[src/rtl/tcounter_b_if.sv]
// Signal bundle between the timer prescaler/register block and the tcounter_b counter stage.
// The counter drives the *_o outputs and the state_dbg debug field; everything else is driven into it.
interface tcounter_b_if #(
    parameter int WIDTH = 32
);
    logic             tick_i;
    logic             enable_i;
    logic             clear_i;
    logic             mode_i;
    logic [WIDTH-1:0] compare_value_i;
    logic             write_counter_i;
    logic [WIDTH-1:0] counter_value_i;
    logic             irq_clr_i;
    logic [WIDTH-1:0] counter_value_o;
    logic             match_o;
    logic             irq_o;
    logic             running_o;
    logic [1:0]       state_dbg;

    modport slave (
        input  tick_i, enable_i, clear_i, mode_i, compare_value_i,
        input  write_counter_i, counter_value_i, irq_clr_i,
        output counter_value_o, match_o, irq_o, running_o, state_dbg
    );

    modport master (
        output tick_i, enable_i, clear_i, mode_i, compare_value_i,
        output write_counter_i, counter_value_i, irq_clr_i,
        input  counter_value_o, match_o, irq_o, running_o, state_dbg
    );
endinterface

[src/rtl/tcounter_b.sv]
// Timer counter stage: counts prescaler ticks, matches against a programmable compare value,
// and supports continuous (auto-reload) and one-shot modes with a sticky interrupt.
module tcounter_b #(
    parameter int WIDTH = 32
) (
    input  logic         clk_i,
    input  logic         rst_i,
    tcounter_b_if.slave  bus
);
    typedef enum logic [1:0] {
        IDLE = 2'd0,
        RUN  = 2'd1,
        DONE = 2'd2
    } state_t;

    state_t           state_q, state_d;
    logic [WIDTH-1:0] cnt_q, cnt_d;
    logic             match_q, match_d;
    logic             irq_q, irq_d;

    always_ff @(posedge clk_i or posedge rst_i) begin
        if (rst_i) begin
            state_q <= IDLE;
            cnt_q   <= '0;
            match_q <= 1'b0;
            irq_q   <= 1'b0;
        end else begin
            state_q <= state_d;
            cnt_q   <= cnt_d;
            match_q <= match_d;
            irq_q   <= irq_d;
        end
    end

    always_comb begin
        state_d = state_q;
        cnt_d   = cnt_q;
        match_d = 1'b0;

        unique case (state_q)
            IDLE: if (bus.enable_i) state_d = RUN;
            RUN:  if (!bus.enable_i) state_d = IDLE;
            DONE: begin
                if (!bus.enable_i)    state_d = IDLE;
                else if (bus.clear_i) state_d = RUN;
            end
            default: state_d = IDLE;
        endcase

        // clear beats load, load beats tick; neither clear nor load ever evaluates a match.
        if (bus.clear_i) begin
            cnt_d = '0;
        end else if (bus.write_counter_i) begin
            cnt_d = bus.counter_value_i;
        end else if (state_q == RUN && bus.enable_i && bus.tick_i) begin
            if (cnt_q == bus.compare_value_i) begin
                match_d = 1'b1;
                if (bus.mode_i) state_d = DONE;
                else            cnt_d   = '0;
            end else begin
                cnt_d = cnt_q + 1'b1;
            end
        end

        // A set wins over a clear arriving in the same cycle.
        irq_d = match_d | (irq_q & ~bus.irq_clr_i);
    end

    assign bus.counter_value_o = cnt_q;
    assign bus.match_o         = match_q;
    assign bus.irq_o           = irq_q;
    assign bus.running_o       = (state_q == RUN);
    assign bus.state_dbg       = state_q;
endmodule

[src/flat_wrapper.sv]
// flat-port wrapper written by rule: the top's interface ports become plain ports
module tcounter_b_flat 
#(
    parameter int WIDTH = 32
)
  (clk_i, rst_i, bus_tick_i, bus_enable_i, bus_clear_i, bus_mode_i, bus_compare_value_i, bus_write_counter_i, bus_counter_value_i, bus_irq_clr_i, bus_counter_value_o, bus_match_o, bus_irq_o, bus_running_o, bus_state_dbg);
  tcounter_b_if #(.WIDTH(WIDTH)) bus_i ();
  input  logic clk_i;
  input  logic rst_i;
  input wire logic [$bits(bus_i.tick_i)-1:0] bus_tick_i;
  input wire logic [$bits(bus_i.enable_i)-1:0] bus_enable_i;
  input wire logic [$bits(bus_i.clear_i)-1:0] bus_clear_i;
  input wire logic [$bits(bus_i.mode_i)-1:0] bus_mode_i;
  input wire logic [$bits(bus_i.compare_value_i)-1:0] bus_compare_value_i;
  input wire logic [$bits(bus_i.write_counter_i)-1:0] bus_write_counter_i;
  input wire logic [$bits(bus_i.counter_value_i)-1:0] bus_counter_value_i;
  input wire logic [$bits(bus_i.irq_clr_i)-1:0] bus_irq_clr_i;
  output wire logic [$bits(bus_i.counter_value_o)-1:0] bus_counter_value_o;
  output wire logic [$bits(bus_i.match_o)-1:0] bus_match_o;
  output wire logic [$bits(bus_i.irq_o)-1:0] bus_irq_o;
  output wire logic [$bits(bus_i.running_o)-1:0] bus_running_o;
  output wire logic [$bits(bus_i.state_dbg)-1:0] bus_state_dbg;
  assign bus_i.tick_i = bus_tick_i;
  assign bus_i.enable_i = bus_enable_i;
  assign bus_i.clear_i = bus_clear_i;
  assign bus_i.mode_i = bus_mode_i;
  assign bus_i.compare_value_i = bus_compare_value_i;
  assign bus_i.write_counter_i = bus_write_counter_i;
  assign bus_i.counter_value_i = bus_counter_value_i;
  assign bus_i.irq_clr_i = bus_irq_clr_i;
  assign bus_counter_value_o = bus_i.counter_value_o;
  assign bus_match_o = bus_i.match_o;
  assign bus_irq_o = bus_i.irq_o;
  assign bus_running_o = bus_i.running_o;
  assign bus_state_dbg = bus_i.state_dbg;
  tcounter_b #(.WIDTH(WIDTH)) u_core (.clk_i(clk_i), .rst_i(rst_i), .bus(bus_i));
endmodule
[config.mk]
export PLATFORM = sky130hd
export DESIGN_NAME = tcounter_b_flat
export DESIGN_NICKNAME = d
export VERILOG_FILES = /design/src/rtl/tcounter_b_if.sv /design/src/rtl/tcounter_b.sv /design/src/flat_wrapper.sv
export SDC_FILE = /design/constraint.sdc
export NUM_CORES = 1
export LEC_CHECK = 0
export BUFFER_PORTS_ARGS = -buffer_cell sky130_fd_sc_hd__buf_2
export CAP_MARGIN = 20
export CORE_MARGIN = 4
export CORE_UTILIZATION = 46
export CTS_BUF_LIST = sky130_fd_sc_hd__clkbuf_8
export DETAILED_ROUTE_END_ITERATION = 10
export PLACE_DENSITY = 0.79
export SLEW_MARGIN = 20
export SYNTH_ARGS = -nofsm -noshare
export SYNTH_HDL_FRONTEND = slang
export SYNTH_SLANG_ARGS = --single-unit
[constraint.sdc]
create_clock -name clk_i -period 2.34 [get_ports clk_i]
set_input_delay 0.351 -clock clk_i [delete_from_list [all_inputs] [get_ports clk_i]]
set_output_delay 0.351 -clock clk_i [all_outputs]
set_load 0.1 [all_outputs]
* Yosys cells after proc, flatten, opt, wreduce, memory -nomap -nowiden
Cells that the tools add are included.
Widths: inputs -> output; s select.
** Word-level totals
- Output and inout bits :: 37
- Logic and storage cells :: 36
- Flip-flop bits (word level) :: 36
- Input bits :: 72
** Operators by class
- Bitwise gates (word level) :: 3
- Eq/ne operators :: 4
- Reductions and logical operators :: 5
- Mux-type cells :: 19
- Add/sub/neg operators :: 1
** Operators with widths (count)
- $mux 32 :: 5
- $add 32x1->32 const B :: 1
- $eq 32x32->1 :: 1
- $mux 2 :: 9
- $pmux 2 s3 :: 1
- $mux 1 :: 4
- $ne 4x4->1 const B :: 1
- $reduce_bool 3->1 :: 1
- $eq 2x1->1 const B :: 1
- $eq 2x2->1 const B :: 1
- $logic_and 1x1->1 :: 2
- $logic_not 2->1 :: 1
- $reduce_and 2->1 :: 1
- $and 1x1->1 :: 1
- $not 1->1 :: 1
- $or 1x1->1 :: 1

* Depth between registers and ports, before layout
Gate-level depths: netlist of run 1.
- Depth after elaboration :: 8
- Gate-level depth with buffers :: 9
- Gate-level depth less buffers :: 7

* Worst setup path after synthesis of run 1
Ideal clock, no wire load.
- Path kind :: register -> register
- From :: register u_core.state_q[0] (netlist: u_core.bus.state_dbg[0])
- To :: register u_core.cnt_q[11] (netlist: u_core.bus.counter_value_o[11])
- Required time :: 2.219 ns
- Path slack :: -1.387 ns
- Data arrival time :: 3.606 ns
- Period minus slack after synthesis :: 3.727 ns
- Buffers on the path :: 2
- Library setup time :: 0.121 ns
- Stages on the path, launching flop included :: 8
- Cell sequence :: dfrtp_1 > nor2b_1 > and3_1 > o31a_1 > buf_2 > clkbuf_1 > o22ai_1 > a22o_1
** Between the ends
- Longest elaborated chain between the ends :: 5
** RTL lines
- start: declaration :: line tcounter_b.sv:16 : state_t state_q, state_d;
- start signal: assignment :: line tcounter_b.sv:28 : state_q <= state_d;
- $eq 2x1->1
- named net bus_running_o :: line flat_wrapper.sv:21 : output wire logic [$bits(bus_i.running_o)-1:0] bus_running_o;
- $logic_and 1x1->1 (2 in a row) :: line tcounter_b.sv:55 : end else if (state_q == RUN && bus.enable_i && bus.tick_i) begin
- $reduce_bool 3->1 (no source line)
- $reduce_and 2->1 (no source line)
- end signal: assignment :: line tcounter_b.sv:29 : cnt_q <= cnt_d;
- end: declaration :: line tcounter_b.sv:17 : logic [WIDTH-1:0] cnt_q, cnt_d;
The timed path passes the listed nets, and every way through them passes these cells.
A chain may end at the register's enable or synchronous reset.

* Worst setup path in the final report of run 1
- From :: register u_core.cnt_q[1] (netlist: u_core.bus.counter_value_o[1])
- To :: register u_core.cnt_q[7] (netlist: u_core.bus.counter_value_o[7])
** Between the ends
- Longest elaborated chain between the ends :: 5
- Elaborated cells on any way between the ends :: 8
** RTL lines
- $add 32x1->32 or $eq 32x32->1 (tied branches) :: line tcounter_b.sv:61, tcounter_b.sv:56
- $mux 32 :: line tcounter_b.sv:56 : if (cnt_q == bus.compare_value_i) begin
- $mux 32 :: line tcounter_b.sv:55
- $mux 32 :: line tcounter_b.sv:53 : end else if (bus.write_counter_i) begin
- $mux 32 :: line tcounter_b.sv:51 : if (bus.clear_i) begin
Several ways; a longest one is shown, not always the timed one. The select of a mux whose other input is x is not followed.

==> impl_metrics.toml, run 1 <==
[route]
wl_per_cell_um = 18.5
routed_wl_um = 10000
drc = 0
num_vias = 3290
ant_nets = 0
dr.pass1.iters = 7
drt_iter0_markers = 294
viasPerCell = 6.07

[synthesis]
ys_types = 43
syn_inst = 320
avgSynthCellArea_sq_um = 8.59
ys_seq_elements = 36
synth_fa_ha_area_frac = 0.00455
ys_seq_area_frac = 0.328
yosys-top-cells-area = "dfrtp_1, xor2_1, a22o_1"
synth_simple_gate_area_share = 0.225
synthMuxAreaShare = 0.00410
synth-xor-area-share = 0.143
synth_compound_area_frac = 0.247
syn_nets = 393
syn_area_sq_um = 2750
synth_top_area_frac = 0.328
synth_top_family_by_area = "compound AO/OA/AOI/OAI gates"
yosys_warnings = 0
yosysTopAreaCell = "dfrtp_1"

[worst_setup_path]
critPathSlowestCell = "dfrtp_4"
critPathTopFamily = "compound AO/OA/AOI/OAI gates"
r2r.worst_path.cells = 7
cp-start-kind = "flip-flop"
end_kind = "flip-flop"
path_class = "flip-flop to flip-flop"
worstPathArrival_ns = 2.51
max_stage_delay_ns = 0.48
crit_fanout = 18
path_buf_inv = 1
rrSetupSlack_ns = 0.01
crit_required_ns = 2.52
path_depth = 7
crit_chain = "xor2_1 -> nor4_1 -> nand4_1 -> o31a_1 -> o21a_4 -> buf_12 -> a22o_1"

[timing]
worst_slew_pin_slew_ns = 0.498
report.final.slew_viol_count = 0
min_period_ns = 2.33
finalSetupViolations = 0
rsz0062_at_grt = "yes"
hold_viol = 0
maxSlewHeadroom = 0.670
finClkSkew_ns = 0.00438
period_share = 0.995
max_freq_mhz = 430
holdWs_ns = 0.163

[global_routing]
grt_max_degree = 44
gr-usage-all-layers = 0.274
antenna_found_initial = 0
grt_pass1_wl_um = 16000
grt_pass1_vias = 3220
grt-ovfl-total = 0

[pwr]
powerDensity_nw_per_um2 = 474
irDropWorstVdd_v = 0.000307
leakage_nw = 1.97
power.total_mw = 1.90

[floorplanning]
die_area_sq_um = 7280
die_h_um = 85.3
start_util = 0.487
die_w_um = 85.3
coreArea_sq_um = 5640
ios = 109
row_count = 27

[cts]
cts_buffers = 5
htree_levels = 2
clkSinkCount = 36
holdBufCountCts = 0
clock_latency_ns = 0.29
clock_path_buffers = 2
cts_root_buffer = "clkbuf_8"
cts_tree = "built"
clkSlewWorstSetupHoldPaths_ns = 0.08

[cells_and_area]
drive_gt1_frac = 0.483
syn_to_final_growth_pct = 45.7
fillers = 456
antenna_cells = 0
fin_nets = 542
utilization = 0.710
multi_input_area_sq_um = 1820
final-seq-area_sq_um = 983

[place]
gp_congestion = 0.968
hpwl_um = 7420
port_buffers = 108

[flow_run]
drv_cap = 0

[outcome]
status = "finished, final reports clean"

[hold_path]
hp-class = "input port to asynchronous set/reset pin"
## worst paths after layout
path | startpoint | endpoint
worst max-delay path | u_core.bus.counter_value_o[1]$_DFFE_PP0P_ | u_core.bus.counter_value_o[7]$_DFFE_PP0P_
worst min-delay path | rst_i | u_core.bus.counter_value_o[13]$_DFFE_PP0P_
worst max register to register | u_core.bus.counter_value_o[1]$_DFFE_PP0P_ | u_core.bus.counter_value_o[7]$_DFFE_PP0P_
worst min register to register | u_core.bus.irq_o$_DFF_PP0_ | u_core.bus.irq_o$_DFF_PP0_
max in group asynchronous | rst_i | u_core.bus.state_dbg[0]$_DFF_PP0_
min in group clk_i | bus_mode_i | u_core.bus.state_dbg[0]$_DFF_PP0_
## Yosys cell counts
cell	n
nor4_1	11
and4_1	3
clkinv_1	1
o21a_1	1
dfrtp_1	36
nand2_1	49
clkbuf_1	12
o21ai_0	15
o41a_1	1
nor2b_1	1
nor3_4	1
nor2_2	1
buf_2	7
xor2_1	42
or4b_4	1
o21ai_2	1
a21o_1	1
ha_1	1
a21oi_1	2
a32o_1	1
nor2_1	8
nand3_1	15
o31ai_1	6
or4_1	1
nand4_1	7
o31a_1	2
mux2_2	1
o211ai_1	2
and3_1	7
xnor2_1	3
and2_2	1
or3_1	2
nand2b_1	1
nor3_1	4
inv_1	7
o2bb2ai_1	2
o21ai_1	1
and3b_1	1
a22o_1	29
buf_4	3
o41ai_1	10
nand4_4	2
o22ai_1	17
## cells in the final DEF (no fill, tap or decap), types with 3 or more instances in the layout
master / count
a22o_1: 29
and3_1: 7
and4_1: 3
buf_2: 108
buf_4: 51
buf_6: 4
clkbuf_8: 6
dfrtp_2: 18
dfrtp_4: 16
inv_1: 9
nand2_1: 48
nand3_1: 15
nand4_1: 7
nor2_1: 8
nor3_1: 4
nor4_1: 3
nor4_2: 8
o21ai_0: 14
o22ai_1: 17
o31ai_1: 6
o41ai_1: 10
xnor2_1: 3
xor2_1: 42
## what timing repair did
action,in CTS,in global routing
resized for setup,3,14
pin swaps,1,9
buffers inserted,1,1
endpoints found under the setup margin,31,31
## metal layers
layer	GRT usage	vias up	part of all wire
met3	0.0641	22	0.089
li1	-	1492	-
met5	0	-	0
met2	0.441	202	0.47
met1	0.364	1574	0.42
met4	0.0849	0	0.019
## power by group
part	switching (mW)	internal, mW
clock	0.239	0.232
sequential	0.0389	0.669
combinational	0.499	0.221
## layout make-up
type	instances	share of cell area
timing repair buffer	164	0.247
multi-input combinational	254	0.455
clock inverter	2	0.00187
sequential	36	0.246
inverter	8	0.00750
clock buffer	6	0.0206
tap	72	0.0225
## sequential cells by signal, indices dropped and copies added (netlist names)
register and cells:
u_core.bus.counter_value_o 32, u_core.bus.state_dbg 2, u_core.bus.irq_o 1, u_core.bus.match_o 1
## tightest hold or removal path: stages
cell and delay (ns):
buf_2 0.09, inv_1 0.04, buf_4 0.41
## through the flow
stage | instances | setup TNS, ns | worst slack (ns) | cell area, sq um
after floorplan | 320 | -1.78 | -0.136 | 2940
after global placement | 533 | -9.96 | -0.344 | 3820
after detailed placement | 533 | -5.94 | -0.227 | 3820
after CTS | 542 | 0 | 0.00236 | 3940
after global routing | 542 | -2.15 | -0.104 | 4010
final | 542 | 0 | 0.0126 | 4010
## kinds of logic after synthesis
logic type,count (synthesis)
AND/OR/NAND/NOR,116
AO/OA/AOI/OAI,91
XOR/XNOR,45
flip-flops,36
buffers and inverters,30
multiplexers,1
adder cells (fa/ha/maj),1
Note: power is estimated with default switching activity, not from simulation.
==> run 2, diff against run 1 <==
PLACE_DENSITY = 0.82   (was 0.79)
==> run 2 against run 1 <==
  * Worst hold slack better by 0.0010 ns
  * Cell count down 0.18%
  * Register-to-register slack better by 0.04 ns
  * Highest routed layer unchanged
  * Clock power down 3%
  * Worst setup slack better by 0.038 ns
  * Global-route usage down 0.24 points
  * Sequential power up 0.8%
  * Sequential share of layout area about the same
==> impl_metrics.toml, run 2 (synthesis results as in run 1) <==
[route]
num_vias = 3268
viasPerCell = 6.04
dr.pass1.iters = 4
ant_nets = 0
wl_per_cell_um = 18.8
routed_wl_um = 10200
drt_iter0_markers = 354
drc = 0

[global_routing]
grt_pass1_vias = 3163
gr-usage-all-layers = 0.272
grt-ovfl-total = 0
grt_pass1_wl_um = 15900
grt_max_degree = 44
antenna_found_initial = 0

[cts]
clock_path_buffers = 2
cts_tree = "built"
clkSinkCount = 36
holdBufCountCts = 0
htree_levels = 2
cts_root_buffer = "clkbuf_8"
clock_latency_ns = 0.29
clkSlewWorstSetupHoldPaths_ns = 0.07
cts_buffers = 5

[worst_setup_path]
crit_chain = "xor2_1 -> nor4_2 -> nand4_1 -> o31a_1 -> buf_4 -> nor2_4 -> mux2_4"
end_kind = "flip-flop"
critPathSlowestCell = "dfrtp_4"
cp-start-kind = "flip-flop"
max_stage_delay_ns = 0.52
path_buf_inv = 1
crit_required_ns = 2.52
critPathTopFamily = "simple AND/OR/NAND/NOR gates"
path_class = "flip-flop to flip-flop"
crit_fanout = 8
worstPathArrival_ns = 2.47

[floorplanning]
start_util = 0.487
die_area_sq_um = 7280
ios = 109
coreArea_sq_um = 5640
row_count = 27
die_h_um = 85.3
die_w_um = 85.3

[outcome]
status = "finished, final reports clean"

[cells_and_area]
fillers = 461
largest_register_ffs = 32
finalNonFillerCells = 541
syn_to_final_growth_pct = 45.6
antenna_cells = 0
post-route-cell-area_sq_um = 4000
drive_gt1_frac = 0.480
fin_nets = 541
layout_common_cells = "buf_2, buf_4, nand2_1, xor2_1, a22o_1"
utilization = 0.709
final_common_cell = "buf_2"

[hold_path]
hp-class = "input port to asynchronous set/reset pin"

[pwr]
leakage_nw = 1.97
irDropWorstVdd_v = 0.000276
powerDensity_nw_per_um2 = 472
power.total_mw = 1.89

[timing]
finClkSkew_ns = 0.00633
finalSetupViolations = 0
max_freq_mhz = 437
period_share = 0.978
fin_ws_ns = 0.0505
maxSlewHeadroom = 0.674
min_period_ns = 2.29
hold_viol = 0
totalNegativeSetupSlack_ns = 0
worst_slew_pin_slew_ns = 0.489
rsz0062_at_grt = "yes"
report.final.slew_viol_count = 0
holdWs_ns = 0.164

[flow_run]
drv_cap = 0

[place]
placed_cell_area_sq_um = 3780
dp_slack_ns = -0.0359
hpwl_um = 7560
gp_congestion = 0.926
placed_cells = 526
port_buffers = 108
run 2: cell count changes in the layout (fill, tap and decap cells not counted), sizes merged:
cell	previous run	this run
buf	164	162
nand4	9	10
run 2: cell type report:
type	instances	area (sq um)	share of cell area
clock buffer	6	82.6	0.0206
clock inverter	2	7.51	0.00188
inverter	8	30.0	0.00750
multi-input combinational	255	1830	0.457
sequential	36	983	0.246
tap	72	90.1	0.0225
timing repair buffer	162	978	0.244
run 2: where the power goes:
group          total [mW]  switching (mW)  internal [mW]
Sequential          0.714          0.0452          0.669
Combinational       0.717           0.498          0.218
Clock               0.457           0.226          0.232
Total                1.89           0.769           1.12
run 2: final timing paths:
| path | endpoint | start | slack, ns | cells after the start |
|---|---|---|---|---|
| min in group clk_i | u_core.bus.state_dbg[0]$_DFF_PP0_ | bus_mode_i | 0.26 | 2 |
| hold / removal | u_core.bus.counter_value_o[13]$_DFFE_PP0P_ | rst_i | 0.16 | 3 |
| setup / recovery | u_core.bus.counter_value_o[8]$_DFFE_PP0P_ | u_core.bus.counter_value_o[1]$_DFFE_PP0P_ | 0.05 | 7 |
| setup reg to reg | u_core.bus.counter_value_o[8]$_DFFE_PP0P_ | u_core.bus.counter_value_o[1]$_DFFE_PP0P_ | 0.05 | 7 |
| hold reg to reg | u_core.bus.irq_o$_DFF_PP0_ | u_core.bus.irq_o$_DFF_PP0_ | 0.50 | 1 |
| max in group asynchronous | u_core.bus.counter_value_o[4]$_DFFE_PP0P_ | rst_i | 1.79 | 3 |
run 2: per-layer routing:
layer	routed length (um)	vias to the layer above	track usage	share of wire
li1	-	1495	-	-
met1	4140	1533	0.362	0.41
met2	4790	213	0.439	0.47
met3	924	27	0.0515	0.091
met4	299	0	0.0950	0.029
met5	0	-	0	0
run 2: timing repair:
| item | in CTS | in global routing |
|---|---|---|
| endpoints found under the setup margin | 12 | 31 |
| gates cloned | 0 | 1 |
| setup buffers | 0 | 6 |
| pin swaps | 0 | 4 |
| resized for setup | 2 | 11 |
run 2: tightest hold or removal path, cell delays in order:
cell,delay [ns]
buf_2,0.09
inv_1,0.04
buf_4,0.41
